### src/rtl/uart_pkg.sv
// uart_pkg: shared UART receive types and constants
package uart_pkg;
  typedef enum logic [2:0] {WAIT_IDLE, IDLE, START, DATA, STOP} rx_state_t;
  localparam int UART_DATA_BITS = 8;
endpackage

### src/rtl/uart_rx_fifo.sv
// uart_rx_fifo: first-word fall-through FIFO, pop-before-push when full
module uart_rx_fifo #(
  parameter int DEPTH = 4,
  parameter int W = 8
) (
  input  logic         clk,
  input  logic         rst,
  input  logic         push_i,
  input  logic [W-1:0] din_i,
  output logic         full_o,
  input  logic         pop_i,
  output logic [W-1:0] dout_o,
  output logic         empty_o
);
  localparam int AW = $clog2(DEPTH);
  logic [AW:0] wr_q, rd_q;
  logic [W-1:0] mem_q [DEPTH];
  logic do_pop, do_push;
  assign empty_o = wr_q == rd_q;
  assign full_o = (wr_q[AW] != rd_q[AW]) && (wr_q[AW-1:0] == rd_q[AW-1:0]);
  assign do_pop = pop_i && !empty_o;
  assign do_push = push_i && (!full_o || do_pop);
  assign dout_o = mem_q[rd_q[AW-1:0]];
  always_ff @(posedge clk) begin
    if (rst) begin
      wr_q <= '0;
      rd_q <= '0;
      for (int i = 0; i < DEPTH; i++) mem_q[i] <= '0;
    end else begin
      if (do_push) mem_q[wr_q[AW-1:0]] <= din_i;
      if (do_push) wr_q <= wr_q + 1'b1;
      if (do_pop) rd_q <= rd_q + 1'b1;
    end
  end
endmodule

### src/rtl/uart_receiver.sv
// uart_receiver: 8N1 serial receiver with mid-bit sampling and receive FIFO
module uart_receiver import uart_pkg::*; #(
  parameter int BIT_CYCLES = 16,
  parameter int FIFO_DEPTH = 4
) (
  input  logic                      clk,
  input  logic                      rst,
  input  logic                      rx_i,
  output logic [UART_DATA_BITS-1:0] data_o,
  output logic                      valid_o,
  input  logic                      ready_i,
  output logic                      frame_err_o,
  output logic                      overrun_o,
  input  logic                      err_clr_i
);
  localparam int CW = $clog2(BIT_CYCLES);
  localparam logic [CW-1:0] FULL_C = CW'(BIT_CYCLES - 1);
  localparam logic [CW-1:0] HALF_C = CW'(BIT_CYCLES / 2 - 1);
  rx_state_t state_q, state_d;
  logic [1:0] sync_q;
  logic [CW-1:0] cnt_q, cnt_d;
  logic [2:0] bit_q, bit_d;
  logic [UART_DATA_BITS-1:0] sh_q, sh_d;
  logic frame_err_q, overrun_q, push, ferr, full, empty, rx_s, tick;
  assign rx_s = sync_q[1];
  assign tick = cnt_q == '0;
  always_comb begin
    state_d = state_q;
    cnt_d = cnt_q;
    bit_d = bit_q;
    sh_d = sh_q;
    push = 1'b0;
    ferr = 1'b0;
    case (state_q)
      WAIT_IDLE: state_d = rx_s ? IDLE : WAIT_IDLE;
      IDLE: if (!rx_s) begin
        state_d = START;
        cnt_d = HALF_C;
      end
      START: if (tick) begin
        state_d = rx_s ? IDLE : DATA;
        cnt_d = FULL_C;
        bit_d = '0;
      end else cnt_d = cnt_q - 1'b1;
      DATA: if (tick) begin
        sh_d = {rx_s, sh_q[UART_DATA_BITS-1:1]};
        bit_d = bit_q + 1'b1;
        cnt_d = FULL_C;
        state_d = (bit_q == 3'(UART_DATA_BITS - 1)) ? STOP : DATA;
      end else cnt_d = cnt_q - 1'b1;
      STOP: if (tick) begin
        push = rx_s;
        ferr = !rx_s;
        state_d = rx_s ? IDLE : WAIT_IDLE;
      end else cnt_d = cnt_q - 1'b1;
      default: state_d = WAIT_IDLE;
    endcase
  end
  always_ff @(posedge clk) begin
    if (rst) begin
      state_q <= WAIT_IDLE;
      sync_q <= '0;
      cnt_q <= '0;
      bit_q <= '0;
      sh_q <= '0;
      frame_err_q <= 1'b0;
      overrun_q <= 1'b0;
    end else begin
      state_q <= state_d;
      sync_q <= {sync_q[0], rx_i};
      cnt_q <= cnt_d;
      bit_q <= bit_d;
      sh_q <= sh_d;
      frame_err_q <= ferr;
      overrun_q <= (push && full && !ready_i) || (overrun_q && !err_clr_i);
    end
  end
  uart_rx_fifo #(.DEPTH(FIFO_DEPTH), .W(UART_DATA_BITS)) u_fifo (
    .clk(clk),
    .rst(rst),
    .push_i(push),
    .din_i(sh_q),
    .full_o(full),
    .pop_i(ready_i),
    .dout_o(data_o),
    .empty_o(empty)
  );
  assign valid_o = !empty;
  assign frame_err_o = frame_err_q;
  assign overrun_o = overrun_q;
endmodule

### config.mk
export PLATFORM = sky130hd
export DESIGN_NAME = uart_receiver
export DESIGN_NICKNAME = d
export VERILOG_FILES = /design/src/rtl/uart_pkg.sv /design/src/rtl/uart_rx_fifo.sv /design/src/rtl/uart_receiver.sv
export SDC_FILE = /design/constraint.sdc
export NUM_CORES = 1
export LEC_CHECK = 0
export BUFFER_PORTS_ARGS = -buffer_cell sky130_fd_sc_hd__buf_4
export CORE_MARGIN = 5
export CORE_UTILIZATION = 30
export DETAILED_ROUTE_END_ITERATION = 7
export GPL_ROUTABILITY_DRIVEN = 0
export GPL_TIMING_DRIVEN = 0
export PLACE_DENSITY = 0.53
export SYNTH_ARGS = -nofsm -noshare
export SYNTH_HDL_FRONTEND = slang
export SYNTH_SLANG_ARGS = --single-unit
### constraint.sdc
create_clock -name clk -period 6.3 [get_ports clk]
set_input_delay 1.89 -clock clk [delete_from_list [all_inputs] [get_ports clk]]
set_output_delay 1.89 -clock clk [all_outputs]
set_load 0.1 [all_outputs]
== Word-level counts from Yosys, hierarchy flattened ==
Memory sizes are Yosys's and may differ from the RTL's. A register that Yosys moved wholly into a read port is not among the register bits.
Cells that the tools add are included.

* $add $sub $neg: 4
* Mux-type cells: 27
* Reductions and logical operators: 24
* Bitwise operators: 2
* Equal/unequal tests: 13

{| class="wikitable"
|+ Operators with widths
! kind !! count
|-
| $mux 3 || 7
|-
| $pmux 3 s5 || 1
|-
| $mux 4 || 3
|-
| $pmux 4 s3 || 1
|-
| $ne 2x2->1 const B || 5
|-
| $add 3x1->3 const B || 3
|-
| $mux 1 || 9
|-
| $mux 2 || 4
|-
| $mux 8 || 1
|-
| $reduce_or 8->1 || 1
|-
| $eq 3x2->1 const B || 2
|-
| $eq 3x3->1 const B || 2
|-
| $logic_and 1x1->1 || 6
|-
| $pmux 3 s2 || 1
|-
| $reduce_and 3->1 || 2
|-
| $logic_not 1->1 || 5
|-
| $logic_not 4->1 || 1
|-
| $reduce_and 4->1 || 1
|-
| $sub 4x1->4 const B || 1
|-
| $eq 3x1->1 const B || 1
|-
| $eq 3x3->1 || 1
|-
| $logic_not 3->1 || 1
|-
| $reduce_bool 3->1 || 1
|-
| $reduce_or 3->1 || 1
|-
| other kinds (7) || 9
|}

* RAM bits: 32
* Register bits: 28
* Memories kept: 1
* Logic and storage cells: 80

{| class="wikitable"
|+ Memories
! name !! words !! width !! rd ports !! clocked after Yosys merged registers in !! write ports !! line !! source
|-
| u_fifo.mem_q || 4 || 8 || 1 || 1 || 4 || uart_rx_fifo.sv:17 || <nowiki>logic [W-1:0] mem_q [DEPTH];</nowiki>
|}

== Longest topological paths before layout ==
Gate-level depths: netlist (run 1).

* Depth after elaboration: 10
* Depth in mapped cells: 8
* Depth with buffers taken out: 6

== Hierarchy ==
A second synthesis (run 1) with hierarchy kept.

* Cell total of the unflattened synthesis: 256
* Area, all modules: 2934.1 sq um

{| class="wikitable"
|+ By module, submodules not included
! module !! sequential area each (sq um) !! cells an instance !! area an instance (sq um) !! times used
|-
| uart_rx_fifo || 1121.1 || 144 || 1921.8 || 1
|-
| uart_receiver || 440.4 || 112 || 1012.2 || 1
|}

== Least setup slack after synthesis (run 1) ==
Ideal clock, no wire load.

* Path type: register -> output
* Start: register with a tool-made name
* End: output data_o[0]
* Cell stages (with the launch flop): 3
* Arrival time: 1553 ps
* Path slack: 2857 ps
* Cells stage by stage: dfxtp_1 -> clkbuf_1 -> mux4_2

{| class="wikitable"
|+ RTL lines
! element !! line !! source
|-
| end: declaration || uart_receiver.sv:9 || <nowiki>output logic [UART_DATA_BITS-1:0] data_o,</nowiki>
|}

==> out/metrics.yaml, run 1 <==
switching_share_pct: 24.37
core_area_sq_um: 9328
final_cells: 407
clkTransAtPathRegs_ns: 0.07
skew_ns: 0.007856
r2r-end: "u_fifo.mem_q[0][4]"
dieArea_sq_um: 11690
cts_root_buffer: "clkbuf_8"
ios: 16
worstHoldPathType: "flop to flop"
cap_viol_max_count: 0
final_common_cell: "edfxtp_1"
ctsResizeCount: 0
peakVddDrop_mv: 0.1515
syn_inst: 248
dpl.cell_count: 391
cp_slowest_cell: "mux4_2"
final_cell_mix: "edfxtp_1 (32), dfxtp_1 (30), and2_1 (16)"
yosys_warnings: 0
fp.dieW_um: 108.1
p_comb_share_pct: 7.9
syn2layout_area_growth_pct: 16.94
syn_area_per_cell_sq_um: 11.64
synth-seq-cells: 62
fmax_mhz: 254.5
netlist_area_sq_um: 2888
r2r_start: "cnt_q[0]"
clkPwrFrac_pct: 43.4
start_util_pct: 30.96
cp_top_family: "buffers and inverters"
grt-ovfl-total: 0
min_path_cells: 1
layout-drive-gt1-share_pct: 20.86
nets: 283
worstMarginPinSlew_ns: 0.8701
grt_max_degree: 13
worstSetupPathType: "flop to output port"
postCtsSetupBuffers: 0
setup_viol: 0
fin_crit_ns: 3.929
crit_fanout: 8
leakage_nw: 1.226
ctsHoldBuffers: 0
wl_per_cell_um: 14.66
wirelength_mm: 5.966
cts_buffer_depth: 2
antenna_found_initial: 0
fin_crit_sh_pct: 62.37
path_buf_inv: 2
dp_hpwl_mm: 4.079
seq_area_frac_synth_pct: 54.07
critical_path.cell_chain: "clkbuf_1 -> mux4_2 -> buf_4"
hold_end: "sync_q[1]"
clock_latency_ns: 0.34
firstDrtPassIters: 4
hold_violations: 0
max_stage_delay_ns: 0.60
seq_power_share_pct: 48.8
p_int_mw: 0.6800
syn-num-nets: 258
drt_iter0_markers: 124
worstHoldStart: "sync_q[0]"
power.switching_mw: 0.2191
rsz0062_at_grt: "false"
io_buffer_count: 14
tns_ns: 0
slew_headroom_pct: 41.87
cellPowerDensity_nw_per_um2: 266.2
cts_tree: "built"
cp-end-kind: "output port"
rrSetupSlack_ns: 3.53
drc: 0
synth_cell_type_count: 50
start_kind: "flop"
viasPerCell: 4.821
htree_levels: 3
status: "completed"
clock-sinks: 62
cts_inserted_buffers: 9
grt_first_pass_wirelength_mm: 9.991
die_y_um: 108.1
arrival_ns: 2.04
r2r_cells: 7
final_max_slew_viol_count: 0
synth-edff-count: 32
grt_usage_pct: 11.09
synthFlopType: "edfxtp_1"
crit_required_ns: 4.41
drtAntennaViolNets: 0
antenna_cells: 0
grt_pass1_vias: 1942
synthArstFlopShare_pct: 0
num_vias: 1962
rows: 35
==> sequential cells by signal, summed over array words and instances, names as in the netlist, named ones only <==
| register | count |
|---|---|
| state_q | 3 |
| u_fifo.mem_q | 32 |
| sync_q | 2 |
| u_fifo.rd_q | 3 |
| u_fifo.wr_q | 3 |
| frame_err_o | 1 |
| bit_q | 3 |
| overrun_o | 1 |
| sh_q | 8 |
| cnt_q | 4 |
==> cell type report <==
| type | instances | area, sq um |
|---|---|---|
| multi-input cells | 161 | 1205 |
| flip-flops and latches | 62 | 1562 |
| well taps | 129 | 161.4 |
| plain buffers | 18 | 95.09 |
| clock buffers | 9 | 123.9 |
| repair buffers | 14 | 105.1 |
| inverters | 7 | 26.28 |
| fillers | 909 | 5951 |
| clock inverters | 7 | 98.84 |
==> worst register-to-register path: stages (launching register included) <==
cell and delay [ns]:
dfxtp_1 0.32, inv_1 0.08, ha_1 0.21, or3b_1 0.34, buf_2 0.19, nor2_4 0.17
nand4_2 0.29, o21bai_1 0.80
==> synth_stat cells, types with 2 or more instances <==
master / n / area share [%]
or3_1: 2 / 0.43
edfxtp_1: 32 / 33
nor2b_1: 5 / 1.1
dfxtp_1: 30 / 21
a21oi_1: 15 / 2.6
mux4_2: 8 / 6.2
mux2i_1: 3 / 1.0
or3b_1: 2 / 0.61
a31o_2: 3 / 0.91
and4_1: 6 / 1.8
inv_1: 7 / 0.91
o21ai_0: 3 / 0.52
ha_1: 5 / 2.2
nor4_1: 3 / 0.65
o21bai_1: 2 / 0.52
a31oi_1: 3 / 0.65
nand2b_1: 5 / 1.1
xor2_1: 5 / 1.5
and4_4: 3 / 1.2
nand3_1: 13 / 2.3
and2_1: 16 / 3.5
o31ai_1: 2 / 0.52
buf_2: 4 / 0.69
nor2_1: 11 / 1.4
clkbuf_1: 10 / 1.3
nor3b_1: 9 / 2.3
nand2_1: 15 / 1.9
buf_6: 3 / 1.2
mux2_2: 2 / 0.78
==> metrics by stage <==
step	hold slack [ns]	worst slack, ns	power, mW	util, %	cell area [sq um]
2_1_floorplan	0.4138	2.857	0.5002	-	2888
3_3_place_gp	0.4217	2.384	0.5183	33.82	3154
3_5_place_dp	0.4287	2.368	0.5187	33.82	3154
4_1_cts	0.4492	2.312	0.9088	36.20	3377
5_1_grt	0.4770	2.220	0.9304	36.20	3377
6_report	0.4439	2.371	0.8991	36.20	3377
==> per-layer routing <==
layer | vias to the layer above | global-route usage [%] | part of all wire (%)
met3 | 9 | 3.403 | 4.0
met1 | 954 | 14.21 | 49
met4 | 0 | 3.787 | 1.3
met5 | - | 0 | 0
met2 | 31 | 17.81 | 46
li1 | 968 | - | -
==> power by group through the flow <==
| stage | clock network, mW | logic [mW] | registers (mW) |
|---|---|---|---|
| floorplan | 0 | 0.0541 | 0.446 |
| global route | 0.414 | 0.0767 | 0.440 |
| CTS | 0.399 | 0.0713 | 0.438 |
| global placement | 0 | 0.0710 | 0.447 |
| detailed placement | 0 | 0.0711 | 0.448 |
| finish | 0.390 | 0.0708 | 0.438 |
==> cells by family after synthesis <==
family	synth area share, %
muxes	8.059
xor gates and xnor gates	1.820
buffers and inverters	4.203
adders and majority gates	2.166
DFF	54.07
and+or+nand+nor	21.19
AOI/OAI and AO/OA	8.493
==> worst max path at each step <==
stage          startpoint                 end  slack [ns]  cells after the start
4_1_cts              flop           data_o[1]        2.31                      3
2_1_floorplan        flop           data_o[0]        2.86                      2
3_3_place_gp          rst  u_fifo.mem_q[0][5]        2.38                      4
5_1_grt              flop           data_o[1]        2.22                      3
6_report             flop           data_o[1]        2.37                      3
3_5_place_dp          rst  u_fifo.mem_q[0][3]        2.37                      4
No activity file was read; power rests on OpenSTA's default activity.
==> inputs of run 2 (changes only) <==
--- a/config.mk
+++ b/config.mk
@@ -5,6 +5,7 @@
 export SDC_FILE = /design/constraint.sdc
 export NUM_CORES = 1
 export LEC_CHECK = 0
+export ABC_AREA = 1
 export BUFFER_PORTS_ARGS = -buffer_cell sky130_fd_sc_hd__buf_4
 export CORE_MARGIN = 5
 export CORE_UTILIZATION = 30
==> constraint.sdc (replaced) <==
create_clock -name clk -period 3.9 [get_ports clk]
set_input_delay 1.17 -clock clk [delete_from_list [all_inputs] [get_ports clk]]
set_output_delay 1.17 -clock clk [all_outputs]
set_load 0.1 [all_outputs]
==> out/metrics.yaml, run 2 <==
fin_crit_ns: 3.187
synth-edff-count: 32  # unchanged
max_stage_delay_ns: 0.41  # -0.19 ns
syn_area_per_cell_sq_um: 9.107  # -22%
num_vias: 2239  # +14%
total_power_mw: 1.761  # +96%
start_kind: "flop"
seq_area_frac_synth_pct: 53.75  # -0.33 points
arrival_ns: 2.02  # -0.02 ns
drc: 0  # unchanged
fp.dieW_um: 108.4  # +0.28%
cellPowerDensity_nw_per_um2: 520.6  # +96%
m1WireLength_mm: 2.854  # -2.0%
die_y_um: 108.4  # +0.28%
biggestRegsByFlops: "u_fifo.mem_q (32), sh_q (8), cnt_q (4)"
synthTopCellsByArea: "edfxtp_1 (33%), dfxtp_1 (21%), nand2_1 (6.2%)"
grt_max_degree: 13  # unchanged
viasPerCell: 4.636  # -3.8%
crit_required_ns: 2.73  # -1.68 ns
tns_ns: 0  # unchanged
r2r-end: "u_fifo.mem_q[1][5]"
worstMarginPinSlew_ns: 0.7780  # -0.09206 ns
cts_inserted_buffers: 9  # unchanged
core_area_sq_um: 9594  # +2.9%
drtAntennaViolNets: 0  # unchanged
wl_met2_mm: 3.048  # +11%
ctsHoldBuffers: 0  # unchanged
dp_slack_ns: 1.037  # -1.331 ns
antenna_cells: 0  # unchanged
wl_met3_um: 281  # +19%
dieArea_sq_um: 11750  # +0.56%
status: "completed"
syn2layout_area_growth_pct: 16.41
setup_slack_ns: 0.7135  # -1.657 ns
postCtsSetupBuffers: 0  # unchanged
final_common_cell: "nand2_1"
ios: 16  # unchanged
wl_per_cell_um: 13.00  # -11%
peakVddDrop_mv: 0.2718  # +79%
worstHoldStart: "sync_q[0]"
r2r_start: "cnt_q[0]"
start_util_pct: 30.28  # -0.68 points
hold_end: "sync_q[1]"
fin_crit_sh_pct: 81.71
r2r_cells: 6  # -1
setup_viol: 0  # unchanged
clkTransAtPathRegs_ns: 0.07  # about the same
syn_inst: 319  # +29%
dr.max_layer_used: "met4"
layout-drive-gt1-share_pct: 18.57  # -2.3 points
cts_root_buffer: "clkbuf_8"
io_buffer_count: 15  # +1
seq_area_sq_um: 1562  # unchanged
antenna_found_initial: 0  # unchanged
crit_fanout: 10  # +2
slew_headroom_pct: 47.78  # +5.9 points
synthFlopType: "edfxtp_1"
fmax_mhz: 313.8
rows: 36  # +2.9%
cp-end-kind: "output port"
grt_first_pass_wirelength_mm: 10.78  # +7.9%
clock_latency_ns: 0.34  # about the same
clock-sinks: 62  # unchanged
drt_iter0_markers: 98  # -21%
wirelength_mm: 6.280  # +5.3%
hold_violations: 0  # unchanged
cp_slowest_cell: "clkbuf_1"
rsz0062_at_grt: "false"
largest_register: "u_fifo.mem_q"
firstDrtPassIters: 4  # unchanged
syn-num-nets: 329  # +28%
critical_path.cell_chain: "inv_1 -> clkbuf_1 -> o21ai_0 -> o22ai_1 -> buf_4"
worstSetupPathType: "flop to output port"
final_cell_mix: "nand2_1 (48), nor2_1 (38), inv_1 (37)"
synth_commonest_cells: "nand2_1 (48), nor2_1 (38), inv_1 (37)"
ctsResizeCount: 0  # unchanged
nets: 355  # +25%
grt-ovfl-total: 0  # unchanged
synth.most_common_cell: "nand2_1"
htree_levels: 3  # unchanged
min_path_cells: 2  # +1
grt_pass1_vias: 2242  # +15%
multi_input_area_sq_um: 1140  # -5.4%
rrSetupSlack_ns: 1.60  # -1.93 ns
cap_viol_max_count: 0  # unchanged
netlist_area_sq_um: 2905  # +0.61%
synth-seq-cells: 62  # unchanged
skew_ns: 0.01047  # +0.002612 ns
yosys_warnings: 0  # unchanged
synth_top_area_share_pct: 33.07  # -0.20 points
largest_reg_flops: 32  # unchanged
worstHoldPathType: "flop to flop"
leakage_nw: 1.276  # +4.1%
cts_tree: "built"
fill_cells: 997  # +9.7%
grt_usage_pct: 11.99  # +0.90 points
cts_buffer_depth: 2  # unchanged
synthArstFlopShare_pct: 0  # unchanged
dp_hpwl_mm: 4.383  # +7.4%
synth_area_leader_cell: "edfxtp_1"
final_max_slew_viol_count: 0  # unchanged
synth_cell_type_count: 25  # -50%
==> run 2: area by class of cell <==
type	instances	share of cell area, %
Timing Repair Buffer	15	3.330
Inverter	37	4.107
Clock buffer	9	3.663
Clock inverter	7	2.183
Sequential cell	62	46.17
Buffer	11	1.924
Tap cell	133	4.920
Multi-Input combinational cell	209	33.70
==> run 2: how the worst max path moves through the flow <==
| stage | cells past startpoint | startpoint | to |
|---|---|---|---|
| floorplan | 4 | flop | data_o[5] |
| global placement | 5 | flop | data_o[5] |
| detailed placement | 4 | rst | u_fifo.mem_q[1][3] |
| CTS | 5 | flop | data_o[5] |
| global route | 5 | flop | data_o[6] |
| finish | 5 | flop | data_o[5] |
==> run 2: kinds of logic (layout without fill, tap and decap cells) <==
family                     Yosys count  after routing  share of synthesized area [%]
and+or+nand+nor                    138            138                          24.72
adders and majority gates            5              5                          2.153
buffers and inverters               48             79                          7.020
xor gates and xnor gates             3              3                         0.9046
DFF                                 62             62                          53.75
AOI/OAI and AO/OA                   63             63                          11.46
==> run 2: where the power goes <==
group          leakage [nW]  internal [mW]  switching (mW)
clock                0.0996          0.297           0.270
sequential            0.574          0.726          0.0307
combinational         0.603          0.116           0.322
==> run 2: critical path: cells and delay by family (launching register included) <==
kind	cells	cell delay, ns
flip-flops	1	0.39
buffers and inverters	3	0.94
AO/OA/AOI/OAI	2	0.34
==> run 2: stage by stage <==
| stage | std cells | hold slack [ns] | util [%] | cell area (sq um) |
|---|---|---|---|---|
| finish | 483 | 0.4044 | 35.25 | 3382 |
| global route | 483 | 0.4380 | 35.25 | 3382 |
| CTS | 483 | 0.4039 | 35.25 | 3382 |
| detailed placement | 467 | 0.3935 | 33.19 | 3184 |
| global placement | 467 | 0.3930 | 33.19 | 3184 |
| floorplan | 319 | 0.3883 | - | 2905 |
==> run 2: layer usage <==
metal	up-vias	global-route usage [%]
li1	1128	-
met3	10	3.940
met4	0	4.689
met1	1059	14.46
met2	42	19.77
met5	-	0
==> inputs of run 3 (changes only) <==
--- a/config.mk
+++ b/config.mk
@@ -5,7 +5,7 @@
 export SDC_FILE = /design/constraint.sdc
 export NUM_CORES = 1
 export LEC_CHECK = 0
-export ABC_AREA = 1
+export ABC_AREA = 0
 export BUFFER_PORTS_ARGS = -buffer_cell sky130_fd_sc_hd__buf_4
 export CORE_MARGIN = 5
 export CORE_UTILIZATION = 30
==> constraint.sdc (replaced) <==
create_clock -name clk -period 3 [get_ports clk]
set_input_delay 0.9 -clock clk [delete_from_list [all_inputs] [get_ports clk]]
set_output_delay 0.9 -clock clk [all_outputs]
set_load 0.1 [all_outputs]
==> out/metrics.yaml, run 3 (synthesis results as in run 1) <==
status: "completed"
clock_latency_ns: 0.34  # about the same
die_y_um: 108.1  # -0.28%
postCtsSetupBuffers: 0  # unchanged
clkTransAtPathRegs_ns: 0.07  # about the same
dp_slack_ns: 0.05769  # -0.9791 ns
drt_iter0_markers: 126  # +29%
worstSetupPathType: "flop to flop"
fin_crit_sh_pct: 93.48
skew_ns: 0.006477  # -0.003991 ns
viasPerCell: 4.825  # +4.1%
cts_tree: "built"
cts_inserted_buffers: 9  # unchanged
ctsResizeCount: 0  # unchanged
fin_crit_ns: 2.804
crit_required_ns: 2.97  # +0.24 ns
r2r_start: "cnt_q[0]"
fmax_mhz: 356.6
cellPowerDensity_nw_per_um2: 559.4  # +7.5%
dieArea_sq_um: 11690  # -0.55%
critical_path.cell_chain: "inv_1 -> ha_1 -> or3b_1 -> buf_2 -> nor2_4 -> nand4_2 -> o21bai_1"
core_area_sq_um: 9328  # -2.8%
final_util_pct: 36.16  # +0.91 points
crit_fanout: 9  # -1
ctsHoldBuffers: 0  # unchanged
largest_reg_flops: 32  # unchanged
hold_end: "sync_q[1]"
syn2layout_area_growth_pct: 16.81
rows: 35  # -2.8%
leakage_nw: 1.225  # -4.0%
clock-sinks: 62  # unchanged
cts_buffer_depth: 2  # unchanged
worstHoldStart: "sync_q[0]"
htree_levels: 3  # unchanged
grt_usage_pct: 11.09  # -0.90 points
start_util_pct: 30.96  # +0.68 points
power.switching_mw: 0.4590  # -26%
fp.dieW_um: 108.1  # -0.28%
final_max_slew_viol_count: 0  # unchanged
switching_share_pct: 24.32  # -11 points
wl_per_cell_um: 14.72  # +13%
setup_slack_ns: 0.1956  # -0.5179 ns
final_common_cell: "edfxtp_1"
final_cell_mix: "edfxtp_1 (32), dfxtp_1 (30), and2_1 (16)"
worstMarginPinSlew_ns: 0.9172  # +0.1392 ns
cp_slowest_cell: "o21bai_1"
nets: 282  # -21%
antenna_found_initial: 0  # unchanged
rsz0062_at_grt: "false"
grt_first_pass_wirelength_mm: 9.991  # -7.4%
num_vias: 1959  # -13%
wirelength_mm: 5.978  # -4.8%
peakVddDrop_mv: 0.3182  # +17%
worst_hold_slack_ns: 0.4438  # +0.03941 ns
grt_pass1_vias: 1942  # -13%
ios: 16  # unchanged
firstDrtPassIters: 5  # +1
clkPwrFrac_pct: 43.3  # +11 points
arrival_ns: 2.77  # +0.75 ns
cap_viol_max_count: 0  # unchanged
largest_register: "u_fifo.mem_q"
seq_power_share_pct: 48.8  # +5.8 points
setup_viol: 0  # unchanged
cp-end-kind: "flop"
antenna_cells: 0  # unchanged
dpl.cell_count: 391  # -16%
grt-ovfl-total: 0  # unchanged
layout-drive-gt1-share_pct: 20.94  # +2.4 points
rrSetupSlack_ns: 0.20  # -1.40 ns
hold_violations: 0  # unchanged
r2r_cells: 7  # +1
worstHoldPathType: "flop to flop"
io_buffer_count: 14  # -1
cts_root_buffer: "clkbuf_8"
min_path_cells: 1  # -1
dp_hpwl_mm: 4.079  # -6.9%
grt_max_degree: 13  # unchanged
start_kind: "flop"
tns_ns: 0  # unchanged
p_int_mw: 1.428  # +25%
p_comb_share_pct: 7.9  # -17 points
max_stage_delay_ns: 0.83  # +0.42 ns
biggestRegsByFlops: "u_fifo.mem_q (32), sh_q (8), cnt_q (4)"
drc: 0  # unchanged
drtAntennaViolNets: 0  # unchanged
slew_headroom_pct: 38.73  # -9.1 points
r2r-end: "u_fifo.mem_q[0][4]"
final_cells: 406  # -16%
-- run 3: critical path: cells and delay by family (launching register included) --
kind / cells / cell delay, ns
fa+ha+maj: 1 / 0.21
flops: 1 / 0.32
buf+inv: 2 / 0.27
simple gates: 3 / 0.80
compound gates: 1 / 0.83
-- run 3: how the worst max path moves through the flow --
stage	from	endpoint	cells past startpoint
after floorplan	flop	data_o[0]	2
after global placement	rst	u_fifo.mem_q[0][5]	4
after detailed placement	rst	u_fifo.mem_q[0][3]	4
after CTS	flop	data_o[1]	3
after global routing	cnt_q[0]	u_fifo.mem_q[0][4]	7
final	cnt_q[0]	u_fifo.mem_q[0][4]	7
-- run 3: per-layer routing --
metal / routed length, um / global-route usage [%] / up-vias
li1: - / - / 967
met1: 2883 / 14.21 / 947
met2: 2737 / 17.81 / 36
met3: 280 / 3.403 / 9
met4: 76 / 3.787 / 0
met5: 0 / 0 / -
-- run 3: power groups by stage --
stage	Clock, mW	Sequential, mW	Combinational (mW)
after floorplan	0	0.937	0.114
after global placement	0	0.939	0.149
after detailed placement	0	0.940	0.149
after CTS	0.838	0.921	0.150
after global routing	0.869	0.923	0.161
final	0.818	0.921	0.149
-- run 3: area by class of cell --
class,count,area [sq um]
Fill cell,908,5954
Sequential cell,62,1562
Multi-Input combinational cell,161,1205
Tap cell,129,161.4
Clock buffer,9,123.9
Timing Repair Buffer,14,105.1
Clock inverter,7,98.84
Buffer,17,91.34
Inverter,7,26.28
-- run 3: per-stage QoR --
stage / total power, mW / cell area [sq um]
floorplan: 1.050 / 2888
global placement: 1.088 / 3154
detailed placement: 1.089 / 3154
CTS: 1.908 / 3377
global route: 1.954 / 3373
finish: 1.887 / 3373
